[config.mk]
export PLATFORM = sky130hd
export DESIGN_NAME = load_store_unit
export DESIGN_NICKNAME = d
export VERILOG_FILES = /design/src/rtl/load_store_unit.sv
export SDC_FILE = /design/constraint.sdc
export NUM_CORES = 1
export LEC_CHECK = 0
export CAP_MARGIN = 25
export CORE_ASPECT_RATIO = 0.7
export CORE_MARGIN = 2
export CORE_UTILIZATION = 53
export DETAILED_ROUTE_END_ITERATION = 8
export PLACE_DENSITY = 0.81
export SYNTH_ARGS = -nofsm -noshare
export SYNTH_HDL_FRONTEND = slang
export SYNTH_SLANG_ARGS = --single-unit
[constraint.sdc]
create_clock -name clk -period 2.7 [get_ports clk]
set_input_delay 0.405 -clock clk [delete_from_list [all_inputs] [get_ports clk]]
set_output_delay 0.405 -clock clk [all_outputs]
set_load 0.005 [all_outputs]
[src/rtl/load_store_unit.sv]
// Load/store engine that turns one core access into one or two bus beats with byte strobes.
// Handles wait states, optional misaligned splitting, load extension and a per-beat bus timeout.
module load_store_unit #(
    parameter int ADDR_WIDTH       = 32,
    parameter int DATA_WIDTH       = 32,
    parameter bit ALLOW_MISALIGNED = 1'b1,
    parameter int TIMEOUT_CYCLES   = 255
) (
    input  logic                    clk,
    input  logic                    rst,
    input  logic                    req_valid,
    output logic                    req_ready,
    input  logic                    req_write,
    input  logic [1:0]              req_size,
    input  logic                    req_unsigned,
    input  logic [ADDR_WIDTH-1:0]   req_addr,
    input  logic [31:0]             req_wdata,
    output logic                    resp_valid,
    output logic [31:0]             resp_rdata,
    output logic                    resp_error,
    output logic                    mem_req,
    output logic                    mem_we,
    output logic [ADDR_WIDTH-1:0]   mem_addr,
    output logic [DATA_WIDTH/8-1:0] mem_wstrb,
    output logic [DATA_WIDTH-1:0]   mem_wdata,
    input  logic                    mem_ack,
    input  logic [DATA_WIDTH-1:0]   mem_rdata
);

    localparam int LANES = DATA_WIDTH / 8;
    localparam int OFFW  = $clog2(LANES);
    localparam int CNTW  = (TIMEOUT_CYCLES > 1) ? $clog2(TIMEOUT_CYCLES + 1) : 1;

    typedef enum logic [2:0] {S_IDLE, S_BEAT0, S_BEAT1, S_RESP, S_ERR} state_e;

    state_e                  state_q;
    logic                    write_q;
    logic [1:0]              size_q;
    logic                    unsigned_q;
    logic [ADDR_WIDTH-1:0]   addr_q;
    logic [31:0]             wdata_q;
    logic                    split_q;
    logic [CNTW-1:0]         cnt_q;
    logic [DATA_WIDTH-1:0]   rbuf_q;
    logic                    mem_req_q;
    logic                    mem_we_q;
    logic [ADDR_WIDTH-1:0]   mem_addr_q;
    logic [LANES-1:0]        mem_wstrb_q;
    logic [DATA_WIDTH-1:0]   mem_wdata_q;
    logic                    resp_valid_q;
    logic                    resp_error_q;
    logic [31:0]             resp_rdata_q;

    // Beat geometry is derived from the live request while idle, from the latched copy afterwards.
    logic [ADDR_WIDTH-1:0]   src_addr;
    logic [1:0]              src_size;
    logic [31:0]             src_wdata;
    logic [OFFW-1:0]         src_off;
    logic [3:0]              base_strb;
    logic [31:0]             wmask_data;
    logic [2*LANES-1:0]      strb_wide;
    logic [2*DATA_WIDTH-1:0] data_wide;
    logic [ADDR_WIDTH-1:0]   beat0_addr;
    logic                    misaligned;
    logic                    bad_req;
    logic [2*DATA_WIDTH-1:0] rd_cat;
    logic [31:0]             rd_raw;
    logic [31:0]             rd_ext;
    logic                    tmo_hit;

    assign src_addr   = (state_q == S_IDLE) ? req_addr  : addr_q;
    assign src_size   = (state_q == S_IDLE) ? req_size  : size_q;
    assign src_wdata  = (state_q == S_IDLE) ? req_wdata : wdata_q;
    assign src_off    = src_addr[OFFW-1:0];
    assign beat0_addr = {src_addr[ADDR_WIDTH-1:OFFW], {OFFW{1'b0}}};

    always_comb begin
        base_strb  = 4'hF;
        wmask_data = src_wdata;
        case (src_size)
            2'd0: begin
                base_strb  = 4'h1;
                wmask_data = {24'd0, src_wdata[7:0]};
            end
            2'd1: begin
                base_strb  = 4'h3;
                wmask_data = {16'd0, src_wdata[15:0]};
            end
            default: ;
        endcase
    end

    // Upper half of the wide vectors is what spills into the second beat.
    assign strb_wide = (2*LANES)'(base_strb) << src_off;
    assign data_wide = (2*DATA_WIDTH)'(wmask_data) << {src_off, 3'b000};

    always_comb begin
        misaligned = 1'b0;
        case (req_size)
            2'd1:    misaligned = req_addr[0];
            2'd2:    misaligned = |req_addr[1:0];
            default: misaligned = 1'b0;
        endcase
    end

    assign bad_req = (req_size == 2'd3) || (!ALLOW_MISALIGNED && misaligned);

    assign rd_cat = (state_q == S_BEAT1) ? {mem_rdata, rbuf_q}
                                         : {{DATA_WIDTH{1'b0}}, mem_rdata};
    assign rd_raw = 32'(rd_cat >> {addr_q[OFFW-1:0], 3'b000});

    always_comb begin
        rd_ext = rd_raw;
        case (size_q)
            2'd0: rd_ext = unsigned_q ? {24'd0, rd_raw[7:0]}  : {{24{rd_raw[7]}}, rd_raw[7:0]};
            2'd1: rd_ext = unsigned_q ? {16'd0, rd_raw[15:0]} : {{16{rd_raw[15]}}, rd_raw[15:0]};
            default: ;
        endcase
    end

    assign tmo_hit = (TIMEOUT_CYCLES != 0) && (cnt_q == CNTW'(TIMEOUT_CYCLES - 1));

    always_ff @(posedge clk) begin
        if (rst) begin
            state_q      <= S_IDLE;
            write_q      <= 1'b0;
            size_q       <= 2'd0;
            unsigned_q   <= 1'b0;
            addr_q       <= '0;
            wdata_q      <= '0;
            split_q      <= 1'b0;
            cnt_q        <= '0;
            rbuf_q       <= '0;
            mem_req_q    <= 1'b0;
            mem_we_q     <= 1'b0;
            mem_addr_q   <= '0;
            mem_wstrb_q  <= '0;
            mem_wdata_q  <= '0;
            resp_valid_q <= 1'b0;
            resp_error_q <= 1'b0;
            resp_rdata_q <= '0;
        end else begin
            resp_valid_q <= 1'b0;
            resp_error_q <= 1'b0;
            resp_rdata_q <= '0;
            case (state_q)
                S_IDLE: begin
                    if (req_valid) begin
                        write_q    <= req_write;
                        size_q     <= req_size;
                        unsigned_q <= req_unsigned;
                        addr_q     <= req_addr;
                        wdata_q    <= req_wdata;
                        if (bad_req) begin
                            state_q      <= S_ERR;
                            resp_valid_q <= 1'b1;
                            resp_error_q <= 1'b1;
                        end else begin
                            state_q     <= S_BEAT0;
                            cnt_q       <= '0;
                            split_q     <= |strb_wide[2*LANES-1:LANES];
                            mem_req_q   <= 1'b1;
                            mem_we_q    <= req_write;
                            mem_addr_q  <= beat0_addr;
                            mem_wstrb_q <= strb_wide[LANES-1:0];
                            mem_wdata_q <= data_wide[DATA_WIDTH-1:0];
                        end
                    end
                end
                S_BEAT0, S_BEAT1: begin
                    if (mem_ack) begin
                        cnt_q <= '0;
                        if (state_q == S_BEAT0 && split_q) begin
                            state_q     <= S_BEAT1;
                            rbuf_q      <= mem_rdata;
                            mem_addr_q  <= mem_addr_q + ADDR_WIDTH'(LANES);
                            mem_wstrb_q <= strb_wide[2*LANES-1:LANES];
                            mem_wdata_q <= data_wide[2*DATA_WIDTH-1:DATA_WIDTH];
                        end else begin
                            state_q      <= S_RESP;
                            mem_req_q    <= 1'b0;
                            mem_we_q     <= 1'b0;
                            mem_addr_q   <= '0;
                            mem_wstrb_q  <= '0;
                            mem_wdata_q  <= '0;
                            resp_valid_q <= 1'b1;
                            resp_rdata_q <= write_q ? 32'd0 : rd_ext;
                        end
                    end else if (tmo_hit) begin
                        // An ack in the final cycle is taken above, so it wins over the timeout.
                        state_q      <= S_ERR;
                        cnt_q        <= '0;
                        mem_req_q    <= 1'b0;
                        mem_we_q     <= 1'b0;
                        mem_addr_q   <= '0;
                        mem_wstrb_q  <= '0;
                        mem_wdata_q  <= '0;
                        resp_valid_q <= 1'b1;
                        resp_error_q <= 1'b1;
                    end else begin
                        cnt_q <= cnt_q + 1'b1;
                    end
                end
                S_RESP, S_ERR: state_q <= S_IDLE;
                default:       state_q <= S_IDLE;
            endcase
        end
    end

    assign req_ready  = (state_q == S_IDLE) && !rst;
    assign mem_req    = mem_req_q;
    assign mem_we     = mem_we_q;
    assign mem_addr   = mem_addr_q;
    assign mem_wstrb  = mem_wstrb_q;
    assign mem_wdata  = mem_wdata_q;
    assign resp_valid = resp_valid_q;
    assign resp_error = resp_error_q;
    assign resp_rdata = resp_rdata_q;

endmodule
==> flow_summary.json, run 1 <==
{
  "drtAntennaViolNets": 0,
  "hold_path.class": "input port to register",
  "grt_pass1_wl_mm": 61.6,
  "synth_edf_count": 0,
  "finalSetupViolations": 0,
  "ys.flop_type": "dfxtp_1",
  "drive_gt1_share_pct": 11.1,
  "period_share_pct": 95.3,
  "rsz0062_at_grt": "no",
  "placed_area_um2": 14000,
  "grt_pass1_vias": 10700,
  "clk_latency_ns": 0.51,
  "drt_first_pass_iters": 6,
  "finalMaxSlewViolations": 0,
  "syn_inst": 1427,
  "fin_crit_ns": 2.57,
  "core_area_um2": 20900,
  "pre_cts_ws_ns": 0.0129,
  "ys_seq_area_share_pct": 37.7,
  "syn_area_um2": 11400,
  "synth_area_per_cell_um2": 7.96,
  "cp_cell_sequence": "or3_4, buf_4, nor2_1, clkdlybuf4s50_1",
  "antenna_found_initial": 1,
  "yosysWarnings": 0,
  "die_x_um": 179,
  "critical-path-max-stage-delay_ns": 0.53,
  "drc_errors": 0,
  "worst_pin_slew_ns": 1.06,
  "netlist-cell-type-count": 75,
  "min-delay-start": "rst",
  "required_ns": 2.30,
  "irDropWorstVdd_mv": 0.514,
  "vias_per_cell": 6.30,
  "hold_viol": 0,
  "numCtsBuffers": 22,
  "r2r_end": "resp_rdata[22]$_SDFF_PP0_",
  "power_per_cell_area_nw_per_um2": 629,
  "hold_depth": 4,
  "critPathTopFamily": "buffers and inverters",
  "arrival_ns": 2.17,
  "holdPathEnd": "mem_addr[24]$_SDFFE_PP0P_",
  "cts_max_level": 1,
  "area_delta_synth_final_pct": 30.5,
  "ys_seq_elements": 214,
  "grt_max_degree": 82,
  "critPathCaptureType": "primary output",
  "r2r_slack_ns": 0.25,
  "routed_wl_mm": 40.2,
  "outcome": "finished clean",
  "grt-ovfl-total": 0,
  "cts_tree": "yes",
  "final_area_um2": 14800,
  "cp_slowest_cell": "clkdlybuf4s50_1",
  "fin_tns_setup_ns": 0,
  "gp_congestion": 0.992,
  "rows": 44,
  "postLayoutSetupSlackWorst_ns": 0.128,
  "fp.dieH_um": 127,
  "clkSinkCount": 214,
  "worst-r2r-cell-count": 7,
  "routedWlPerCell_um": 21.1,
  "path_clk_slew_ns": 0.06,
  "skew_ns": 0.0148,
  "cts_root_buf": "clkbuf_16",
  "grt_usage_pct": 34.7,
  "relSlewSlack_pct": 29.5,
  "start_util_pct": 54.5,
  "drt_first_iter_violations": 1617,
  "io_buffer_count": 206,
  "fill_cells": 1615,
  "cp-start-kind": "register",
  "die_area_um2": 22700,
  "leakagePower_nw": 5.51,
  "drv_cap": 0,
  "worstReg2RegStart": "state_q[2]$_SDFFE_PP0P_",
  "cp_max_fo": 8,
  "path_class": "register to primary output",
  "hpwl_mm": 28.0,
  "cts_buffer_depth": 3,
  "synthArstFlopShare_pct": 0,
  "critPathBufInv": 2,
  "ioPinCount": 209,
  "p_total_mw": 9.32,
  "nets": 1716,
  "fin_util_pct": 71.1,
  "max_freq_mhz": 389,
  "vias": 12000
}
==> synth_stat cells (3+ instances only) <==
| library cell | n | area [um2] |
|---|---|---|
| a2111oi_0 | 9 | 78.8 |
| a211oi_1 | 10 | 75.1 |
| a21o_1 | 3 | 22.5 |
| a21oi_1 | 183 | 916 |
| a221oi_1 | 18 | 158 |
| a22o_1 | 7 | 61.3 |
| a22oi_1 | 37 | 278 |
| a311oi_1 | 3 | 26.3 |
| a31oi_1 | 25 | 156 |
| a32oi_1 | 4 | 35.0 |
| a41oi_1 | 5 | 43.8 |
| and2_1 | 10 | 62.6 |
| and3_1 | 17 | 106 |
| and4_1 | 8 | 70.1 |
| buf_1 | 18 | 67.6 |
| buf_2 | 22 | 110 |
| buf_4 | 3 | 22.5 |
| clkbuf_1 | 84 | 315 |
| dfxtp_1 | 214 | 4280 |
| ha_1 | 3 | 37.5 |
| inv_1 | 10 | 37.5 |
| mux2_2 | 31 | 349 |
| mux2i_1 | 76 | 761 |
| mux4_2 | 13 | 293 |
| nand2_1 | 271 | 1020 |
| nand2b_1 | 4 | 25.0 |
| nand3_1 | 81 | 405 |
| nand4_1 | 14 | 87.6 |
| nor2_1 | 57 | 214 |
| nor3_1 | 26 | 130 |
| nor4b_1 | 4 | 35.0 |
| o21ai_0 | 66 | 330 |
| o22ai_1 | 19 | 119 |
| o31a_1 | 4 | 35.0 |
| o32ai_1 | 7 | 61.3 |
| or3_1 | 5 | 31.3 |
| xor2_1 | 6 | 52.6 |
==> cell type report <==
cell class	count	area, um2	area share (%)
Sequential cell	214	4290	28.9
Inverter	11	41.3	0.278
Multi-Input combinational cell	1074	6540	44.1
Antenna cell	2	5.00	0.0337
Clock inverter	11	209	1.41
Timing Repair Buffer	286	2770	18.7
Tap cell	276	345	2.33
Clock buffer	29	628	4.24
==> per-stage QoR <==
stage	hold slack, ns	cells
5_1_grt	0.346	1901
4_1_cts	0.304	1900
3_5_place_dp	0.447	1860
3_3_place_gp	0.439	1860
6_report	0.323	1903
2_1_floorplan	0.433	1428
==> worst max-delay path by stage <==
| stage | from | end | slack [ns] | cells past startpoint |
|---|---|---|---|---|
| 2_1_floorplan | req_addr[0] | mem_wdata[14]$_SDFFE_PP0P_ | 0.60 | 7 |
| 3_3_place_gp | req_addr[0] | mem_wdata[22]$_SDFFE_PP0P_ | 0.06 | 7 |
| 3_5_place_dp | req_addr[0] | mem_wdata[22]$_SDFFE_PP0P_ | 0.01 | 7 |
| 4_1_cts | state_q[2]$_SDFFE_PP0P_ | req_ready | 0.01 | 4 |
| 5_1_grt | addr_q[0]$_SDFFE_PP0P_ | mem_wdata[16]$_SDFFE_PP0P_ | 0.04 | 7 |
| 6_report | state_q[2]$_SDFFE_PP0P_ | req_ready | 0.13 | 4 |
==> flip-flops by register name, summed over array words and instances (netlist names) <==
name,cells
state_q,3
resp_rdata,32
size_q,2
cnt_q,8
mem_req,1
split_q,1
mem_addr,30
mem_wstrb,4
write_q,1
mem_wdata,32
mem_we,1
resp_error,1
resp_valid,1
wdata_q,32
rbuf_q,32
unsigned_q,1
addr_q,32
==> where the power goes <==
part           switching [mW]  leakage (nW)  internal (mW)
Clock                    1.28         0.414           2.21
Combinational            1.19          3.35           1.01
Sequential              0.241          1.75           3.38
Total                    2.72          5.51           6.60
==> layer usage <==
metal	up-vias	share of wire, %	track usage [%]
met3	47	15	13.4
met2	793	39	45.9
met1	5597	45	53.3
li1	5559	-	-
met4	0	1.5	5.31
met5	-	0	0
==> what timing repair did <==
item                                    in CTS  in global routing
gates resized for setup                      1                  0
cloned                                       0                  0
setup buffers                                0                  1
hold buffers                                 0                  0
endpoints found under the setup margin       1                  1
pin swaps                                    1                  1
==> worst reg2reg max path: cells and delay by family (launching register included) <==
family | cells | cell delay (ns)
simple gates | 2 | 0.38
mux | 2 | 0.63
flops | 1 | 0.41
buf+inv | 2 | 0.68
compound gates | 1 | 0.23
==> cells by family (layout without fill, tap and decap cells) <==
family,Yosys count,in the layout,share of synthesized area (%)
xor gates and xnor gates,8,8,0.616
adders and majority gates,3,3,0.330
DFF,214,214,37.7
buffers and inverters,140,337,5.10
AOI/OAI and AO/OA,418,418,22.4
other,1,4,0.0330
muxes,122,122,12.5
and+or+nand+nor,521,521,21.2
==> cells in the final DEF (no fill, tap or decap), types with 6 or more instances in the layout <==
cell             netlist  layout
clkdlybuf4s50_1        0     205
mux2i_1               76      76
mux2_2                31      31
and4_1                 8       8
xor2_1                 6       6
a2111oi_0              9       9
bufinv_16              0       6
nand4_1               14      14
a22o_1                 7       7
a21oi_1              183     183
buf_12                 0       9
dfxtp_1              214     213
nand3_1               81      81
and3_1                17      17
nor3_1                26      26
o32ai_1                7       7
a221oi_1              18      18
a31oi_1               25      25
mux4_2                13      13
buf_4                  3      72
nand2_1              271     269
and2_1                10      10
o22ai_1               19      19
clkbuf_16              0      23
nor2_1                57      57
inv_1                 10      10
a22oi_1               37      37
a211oi_1              10      10
o21ai_0               66      66
Note: power is estimated with default switching activity, not from simulation.
==> inputs of run 2 (changes only) <==
==> constraint.sdc (replaced) <==
create_clock -name clk -period 2.7 [get_ports clk]
set_input_delay 0.675 -clock clk [delete_from_list [all_inputs] [get_ports clk]]
set_output_delay 0.675 -clock clk [all_outputs]
set_load 0.005 [all_outputs]
==> flow_summary.json, run 2 (synthesis results as in run 1) <==
{
  "ioPinCount": 209,
  "fill_cells": 1558,
  "rows": 44,
  "whs_ns": 0.450,
  "final_cell_mix": "nand2_1, dfxtp_1, clkdlybuf4s50_1, a21oi_1, buf_4",
  "vias_per_cell": 6.37,
  "postCtsHoldBufs": 0,
  "cp_slowest_cell": "clkdlybuf4s50_1",
  "ff_latch_area_um2": 4290,
  "finalSetupViolations": 0,
  "die_area_um2": 22700,
  "drc_errors": 0,
  "hpwl_mm": 29.3,
  "grt_pass1_wl_mm": 64.0,
  "start_util_pct": 54.5,
  "critPathBufInv": 1,
  "rsz0062_at_grt": "no",
  "multiInputGateArea_um2": 6540,
  "postLayoutSetupSlackWorst_ns": 0.0548,
  "grt_usage_pct": 36.1,
  "pre_cts_ws_ns": -0.206,
  "numCtsBuffers": 22,
  "grt_pass1_vias": 11100,
  "antenna_cells": 0,
  "finalNonFillerCells": 1934,
  "required_ns": 2.03,
  "power_per_cell_area_nw_per_um2": 607,
  "worst_pin_slew_ns": 0.789,
  "antenna_found_initial": 0,
  "max_freq_mhz": 378,
  "routed_wl_mm": 41.9,
  "critPathCaptureType": "primary output",
  "fp.dieH_um": 127,
  "die_x_um": 179,
  "drtAntennaViolNets": 0,
  "routedWlPerCell_um": 21.7,
  "fin_crit_ns": 2.65,
  "arrival_ns": 1.97,
  "drv_cap": 0,
  "vias": 12300,
  "path_clk_slew_ns": 0.06,
  "io_buffer_count": 206,
  "core_area_um2": 20900,
  "fin_util_pct": 72.2,
  "clk_latency_ns": 0.50,
  "r2r_slack_ns": 0.13,
  "cp_max_fo": 7,
  "cts_max_level": 1,
  "grt-ovfl-total": 0,
  "nets": 1751,
  "layout_commonest_cell": "nand2_1",
  "drt_first_iter_violations": 1819,
  "skew_ns": 0.00761,
  "critical-path-max-stage-delay_ns": 0.55,
  "outcome": "finished clean",
  "hold_path.class": "register to register",
  "drive_gt1_share_pct": 12.9,
  "finalMaxSlewViolations": 0,
  "leakagePower_nw": 5.66,
  "path_class": "register to primary output",
  "drt_first_pass_iters": 6,
  "cts_tree": "yes",
  "gp_congestion": 1.06,
  "hold_viol": 0,
  "dp_cells": 1890,
  "irDropWorstVdd_mv": 0.460,
  "cp-start-kind": "register",
  "grt_max_degree": 71,
  "area_delta_synth_final_pct": 32.5,
  "clkSinkCount": 214,
  "critPathTopFamily": "buffers and inverters",
  "relSlewSlack_pct": 47.4,
  "cts_root_buf": "clkbuf_16",
  "period_share_pct": 98.0,
  "cp_cell_sequence": "or3_4, nor2_1, clkdlybuf4s50_1",
  "cts_buffer_depth": 3
}
-- run 2: cell count changes in the layout (fill, tap and decap cells not counted) --
cell,delta
buf_4,+31
clkbuf_8,+1
bufinv_16,-3
buf_12,+4
diode_2,-2
-- run 2: metrics by stage --
stage	setup TNS [ns]	total power, mW	instance area, um2
finish	0	9.14	15100
floorplan	0	4.73	11400
CTS	0	9.06	15000
global route	0	9.45	15100
global placement	-1.26	5.86	14200
detailed placement	-3.14	5.87	14200
-- run 2: tightest hold or removal path: stages, from the launching register on --
cell and delay, ns:
dfxtp_1 0.31, nand3_1 0.06, nand2_1 0.04
-- run 2: power by group --
part | internal, mW | switching, mW | total (mW)
clock network | 1.95 | 1.26 | 3.21
registers | 3.38 | 0.243 | 3.63
logic | 1.07 | 1.24 | 2.31
-- run 2: area by class of cell --
| class | instances | area share, % |
|---|---|---|
| Multi-Input combinational cell | 1074 | 43.4 |
| Clock inverter | 8 | 0.789 |
| Clock buffer | 30 | 4.26 |
| Timing Repair Buffer | 321 | 20.5 |
| Sequential cell | 214 | 28.5 |
| Inverter | 11 | 0.274 |
| Tap cell | 276 | 2.29 |
-- run 2: worst paths after layout --
check	startpoint	endpoint	depth (start not counted)
setup / recovery	state_q[1]$_SDFFE_PP0P_	req_ready	3
hold / removal	mem_wdata[25]$_SDFFE_PP0P_	mem_wdata[25]$_SDFFE_PP0P_	2
setup reg to reg	addr_q[0]$_SDFFE_PP0P_	mem_wdata[6]$_SDFFE_PP0P_	6
hold reg to reg	mem_wdata[25]$_SDFFE_PP0P_	mem_wdata[25]$_SDFFE_PP0P_	2
-- run 2: layer usage --
metal	vias to the layer above	track usage, %	wire [um]
met2	868	47.3	16400
met1	5749	56.1	18500
li1	5618	-	-
met5	-	0	0
met3	93	12.3	6090
met4	0	7.36	896
-- run 2: repair_timing --
action	CTS	global route
endpoints found under the hold margin	0	0
endpoints found under the setup margin	1	1
gates resized for setup	1	0
buffers inserted	1	4
cloned	0	0
pin swaps	1	1
